**config.mk**
```make
export PLATFORM = sky130hd
export DESIGN_NAME = spu_writeback
export DESIGN_NICKNAME = d
export VERILOG_FILES = /design/src/rtl/spu_writeback.sv
export SDC_FILE = /design/constraint.sdc
export NUM_CORES = 2
export LEC_CHECK = 0
export BUFFER_PORTS_ARGS = -buffer_cell sky130_fd_sc_hd__buf_2
export CORE_MARGIN = 5
export CORE_UTILIZATION = 51
export CTS_CLUSTER_DIAMETER = 50
export DETAILED_ROUTE_END_ITERATION = 10
export PLACE_DENSITY = 0.73
export REMOVE_ABC_BUFFERS = 1
export SYNTH_ARGS = -nofsm -noshare
export SYNTH_HDL_FRONTEND = slang
export SYNTH_SLANG_ARGS = --single-unit
```
**constraint.sdc**
```tcl
create_clock -name clk -period 29.3 [get_ports clk]
set_clock_uncertainty 0.15 [all_clocks]
set_input_delay 4.395 -clock clk [delete_from_list [all_inputs] [get_ports clk]]
set_output_delay 4.395 -clock clk [all_outputs]
set_load 0.02 [all_outputs]
```
**src/rtl/spu_writeback.sv**
```systemverilog
// SPU writeback stage: merges even/odd pipe results onto the single register-file
// write port in program order, buffering the surplus and forwarding pending values.
module spu_writeback #(
    parameter int WIDTH   = 128,
    parameter int REGBITS = 7,
    parameter int DEPTH   = 4
) (
    input  logic                   clk,
    input  logic                   rst_n,
    input  logic                   even_valid,
    input  logic [REGBITS-1:0]     even_rt,
    input  logic [WIDTH-1:0]       even_data,
    input  logic                   odd_valid,
    input  logic [REGBITS-1:0]     odd_rt,
    input  logic [WIDTH-1:0]       odd_data,
    input  logic [REGBITS-1:0]     fwd_ra,
    output logic                   regwrite,
    output logic [REGBITS-1:0]     wa,
    output logic [WIDTH-1:0]       wd,
    output logic                   fwd_hit,
    output logic [WIDTH-1:0]       fwd_data,
    output logic                   stall,
    output logic [$clog2(DEPTH):0] fifo_count,
    output logic                   overflow_err
);

    localparam int PW = $clog2(DEPTH);
    localparam logic [PW:0] FULL = (PW+1)'(DEPTH);

    logic [REGBITS-1:0] buf_rt   [DEPTH];
    logic [WIDTH-1:0]   buf_data [DEPTH];
    logic [PW-1:0]      rd_ptr;
    logic [PW-1:0]      wr_ptr;
    logic [PW-1:0]      wr_ptr_p1;

    logic               ev_ok;
    logic               ov_ok;
    logic               have_head;
    logic               ret_v;
    logic [REGBITS-1:0] ret_rt;
    logic [WIDTH-1:0]   ret_data;
    logic               push0_v;
    logic [REGBITS-1:0] push0_rt;
    logic [WIDTH-1:0]   push0_data;
    logic               push1_v;
    logic [1:0]         n_push;

    assign stall     = (fifo_count == FULL);
    assign ev_ok     = even_valid & ~stall;
    assign ov_ok     = odd_valid & ~stall;
    assign have_head = (fifo_count != '0);
    assign wr_ptr_p1 = wr_ptr + PW'(1);
    assign n_push    = {1'b0, push0_v} + {1'b0, push1_v};

    // Oldest candidate (head, then even, then odd) retires; the rest queue in order.
    always_comb begin
        ret_v      = 1'b0;
        ret_rt     = '0;
        ret_data   = '0;
        push0_v    = 1'b0;
        push0_rt   = '0;
        push0_data = '0;
        push1_v    = 1'b0;
        if (have_head) begin
            ret_v      = 1'b1;
            ret_rt     = buf_rt[rd_ptr];
            ret_data   = buf_data[rd_ptr];
            push0_v    = ev_ok | ov_ok;
            push0_rt   = ev_ok ? even_rt   : odd_rt;
            push0_data = ev_ok ? even_data : odd_data;
            push1_v    = ev_ok & ov_ok;
        end else begin
            ret_v      = ev_ok | ov_ok;
            ret_rt     = ev_ok ? even_rt   : odd_rt;
            ret_data   = ev_ok ? even_data : odd_data;
            push0_v    = ev_ok & ov_ok;
            push0_rt   = odd_rt;
            push0_data = odd_data;
        end
    end

    always_ff @(posedge clk or negedge rst_n) begin
        if (!rst_n) begin
            regwrite     <= 1'b0;
            wa           <= '0;
            wd           <= '0;
            rd_ptr       <= '0;
            wr_ptr       <= '0;
            fifo_count   <= '0;
            overflow_err <= 1'b0;
        end else begin
            regwrite <= ret_v;
            if (ret_v) begin
                wa <= ret_rt;
                wd <= ret_data;
            end
            if (have_head)
                rd_ptr <= rd_ptr + PW'(1);
            wr_ptr     <= wr_ptr + PW'(n_push);
            fifo_count <= fifo_count + (PW+1)'(n_push) - (PW+1)'(have_head);
            if (stall && (even_valid || odd_valid))
                overflow_err <= 1'b1;
        end
    end

    // Storage needs no reset: entries are only ever read below the occupancy count.
    always_ff @(posedge clk) begin
        if (push0_v) begin
            buf_rt[wr_ptr]   <= push0_rt;
            buf_data[wr_ptr] <= push0_data;
        end
        if (push1_v) begin
            buf_rt[wr_ptr_p1]   <= odd_rt;
            buf_data[wr_ptr_p1] <= odd_data;
        end
    end

    // Walk oldest to youngest so the youngest match is the one left standing.
    always_comb begin
        logic [PW-1:0] idx;
        idx      = '0;
        fwd_hit  = regwrite && (wa == fwd_ra);
        fwd_data = fwd_hit ? wd : '0;
        for (int i = 0; i < DEPTH; i++) begin
            idx = rd_ptr + PW'(i);
            if (((PW+1)'(i) < fifo_count) && (buf_rt[idx] == fwd_ra)) begin
                fwd_hit  = 1'b1;
                fwd_data = buf_data[idx];
            end
        end
    end

endmodule

```
==> impl_metrics.ini <==
[placed_design]
io_buffer_count = 550
gp_congestion = 0.857
detailedPlacementHpwl_um = 92000
postPlaceCellArea_mm2 = 0.0484

[sta]
setup_violations = 0
final-max-slew-violation-count = 0
post-route-period-util_pct = 44.8
timing.slew.headroom_pct = 17.8
achievable-frequency_mhz = 76.3
grt_setup_unrepaired = false
worst-slew-pin-transition_ns = 1.23
post-route-min-period_ns = 13.11
hold_violations = 0

[synthesis]
asyncSetResetFlopFracSynth_pct = 21.1
yosys_most_used_dff = sky130_fd_sc_hd__edfxtp_1
synthDominantCellAreaShare_pct = 35.8
cell_with_the_most_instances_after_synthesis = sky130_fd_sc_hd__nand2_1
seq_area_frac_synth_pct = 43.7
synth_edf_count = 540
netlist-cell-type-count = 58
synth_warn = 0
synthesis.area_per_instance_um2 = 9.30
ys_top_cells_by_count = 640 x sky130_fd_sc_hd__nand2_1, 637 x sky130_fd_sc_hd__o21ai_0, 540 x sky130_fd_sc_hd__edfxtp_1
synth_area_leader_cell = sky130_fd_sc_hd__edfxtp_1
post_synthesis_register_bit_count = 684
synth.cell_area_mm2 = 0.0453
synth_top_cells_by_area = sky130_fd_sc_hd__edfxtp_1 36%, sky130_fd_sc_hd__mux2i_1 11%, sky130_fd_sc_hd__dfrtp_1 7.9%, sky130_fd_sc_hd__o21ai_0 7.0%, sky130_fd_sc_hd__mux2_2 6.3%
postSynthCellCount = 4877

[routing]
route.antenna.remaining_nets = 0
drt_wl_total_um = 157000
number_of_iterations_in_the_first_detailed_routing_pass = 6
detail_route.drc_violations = 0
avgRoutedWirePerCell_um = 24.5
dr_total_vias = 41700
detail_route.iter0.violations = 4576
drt-vias-per-instance = 6.52

[worst_setup_path]
max_stage_delay_ns = 0.70
worst-endpoint-required_ns = 24.76
worst_setup_path_category = input port to output pin
worstPathMaxFanout = 99
worstPathCellList = buf_2 -> xnor2_1 -> mux2i_1 -> o2111a_1 -> nand2_8 -> buf_4 -> or2_4 -> buf_4 -> o221ai_1 -> a221o_1 -> buf_2
critPathArrivalTime_ns = 8.57
worstPathBufferInverterCount = 4
timing.critical_path.from_type = input port
slowest_stage = sky130_fd_sc_hd__buf_4
cp_top_family = buffers and inverters
critical_path_endpoint_category = output pin

[final_layout]
finish.instance_area_mm2 = 0.0521
final_core_util_pct = 59.0
drive_above_1_share_pct = 21.0
flow.area_growth_from_synthesis_pct = 15.0
final_net_count = 5399

[power]
p_switching_w = 0.00300
power.switching_fraction_pct = 45.2
clk_pwr_share_pct = 20.0
seq_power_share_pct = 29.5
p_leak_nw = 20.7
p_per_area_mw_per_mm2 = 128
p_int_w = 0.00365
maximum_vdd_drop_mv = 0.139
share_comb_of_total_power_pct = 50.5

[clock_tree]
cts_buffer_count = 102
clock_tree_from_tritoncts = yes
cts.htree.levels = 3
path_clk_slew_ns = 0.05
cts_hold_repair.buffers = 0
root_buffer = sky130_fd_sc_hd__clkbuf_16
cts_setup_buffers = 0
cts_max_path_buffers = 3
post_cts_resize_count = 0
clock_insertion_delay_worst_skew_ns = 0.69
clkSinkCount = 684

[floorplan]
start_util_pct = 51.3
boundaryPins = 551
die_area_mm2 = 0.0950
design.core.area_mm2 = 0.0884
fp.dieW_um = 308
die_h_um = 308
rows = 109

[global_route]
overflow = 0
grt_start_max_net_pins = 202
track_usage_pct = 31.4
grt_first_pass_wirelength_um = 235000
grt_antenna_before_repair = 29
grt_pass1_vias = 41000

[run_status]
status = finished clean

[flow_run]
cap_viol_max_count = 0

[min_path]
worstHoldPathType = register to register
per-layer routing:
| layer | track usage [%] | part of all wire [%] |
|---|---|---|
| met1 | 39.2 | 37 |
| met2 | 51.0 | 47 |
| met3 | 6.88 | 11 |
| met4 | 17.3 | 5.2 |
| met5 | 0 | 0.050 |
power groups by stage:
stage	sequential, W	clock (W)	combinational, W
final	0.00196	0.00133	0.00336
after global routing	0.00201	0.00138	0.00361
after CTS	0.00196	0.00134	0.00331
after detailed placement	0.00197	0	0.00329
after global placement	0.00194	0	0.00323
after floorplan	0.00224	0	0.00288
sequential cells by signal, summed over array words and instances, names as in the netlist:
name,flops
rd_ptr,2
overflow_err,1
buf_rt,28
wr_ptr,2
wd,128
regwrite,1
fifo_count,3
buf_data,512
wa,7
per-stage QoR:
stage | instances | setup WS [ns] | power (W) | hold slack (ns) | TNS, ns
finish | 6394 | 16.19 | 0.00665 | 0.311 | 0
global route | 6386 | 16.10 | 0.00701 | 0.332 | 0
CTS | 6367 | 16.35 | 0.00661 | 0.305 | 0
detailed placement | 6175 | 16.38 | 0.00526 | 0.293 | 0
global placement | 6175 | 16.44 | 0.00517 | 0.283 | 0
floorplan | 4398 | -15.35 | 0.00513 | 0.416 | -3715.91
worst paths after layout:
path | to | startpoint | depth (start not counted) | slack (ns)
worst max-delay path | fwd_data[15] | fwd_ra[0] | 11 | 16.19
worst min-delay path | overflow_err | overflow_err | 1 | 0.31
worst max register to register | wd[40] | rd_ptr[1] | 8 | 22.64
worst min register to register | overflow_err | overflow_err | 1 | 0.31
max in group asynchronous | rd_ptr[1] | rst_n | 2 | 23.78
min in group asynchronous | wa[5] | rst_n | 1 | 3.55
area by class of cell:
type                       instances  area [um2]
tap                             1165        1460
antenna                           27        67.6
clock buffer                     122        2720
sequential                       684       19800
fill                            7523       36200
timing repair buffer             612        3310
clock inverter                    70         995
inverter                           7        33.8
multi-input combinational       3707       23700
layout by cell type (no fill, tap or decap), types with 7 or more instances in the layout:
cell type	count
sky130_fd_sc_hd__nand2_1	640
sky130_fd_sc_hd__o21ai_0	637
sky130_fd_sc_hd__buf_2	549
sky130_fd_sc_hd__edfxtp_1	540
sky130_fd_sc_hd__mux2i_1	511
sky130_fd_sc_hd__nor2_1	485
sky130_fd_sc_hd__a21oi_1	365
sky130_fd_sc_hd__mux2_2	252
sky130_fd_sc_hd__o211ai_1	156
sky130_fd_sc_hd__dfrtp_1	142
sky130_fd_sc_hd__clkbuf_16	102
sky130_fd_sc_hd__a211oi_1	101
sky130_fd_sc_hd__o221ai_1	84
sky130_fd_sc_hd__a21o_1	78
sky130_fd_sc_hd__o22ai_1	64
sky130_fd_sc_hd__o2bb2ai_1	64
sky130_fd_sc_hd__buf_4	55
sky130_fd_sc_hd__xnor2_1	43
sky130_fd_sc_hd__nand3_1	43
sky130_fd_sc_hd__a221o_1	36
sky130_fd_sc_hd__diode_2	27
sky130_fd_sc_hd__bufinv_16	19
sky130_fd_sc_hd__nand4_1	16
sky130_fd_sc_hd__a221oi_1	16
sky130_fd_sc_hd__a31o_2	16
sky130_fd_sc_hd__and3_1	15
sky130_fd_sc_hd__clkinv_2	13
sky130_fd_sc_hd__a31oi_1	12
sky130_fd_sc_hd__clkinv_4	11
sky130_fd_sc_hd__clkbuf_1	11
sky130_fd_sc_hd__o21a_1	10
sky130_fd_sc_hd__clkbuf_8	10
sky130_fd_sc_hd__clkinvlp_4	8
sky130_fd_sc_hd__buf_12	7
kinds of logic after synthesis:
family	share of synthesized area [%]
compound gates	22.5
xor+xnor	0.908
fa+ha+maj	0.127
buf+inv	4.34
flops	43.7
mux	17.7
simple gates	10.7
Note: power is estimated with default switching activity, not from simulation.
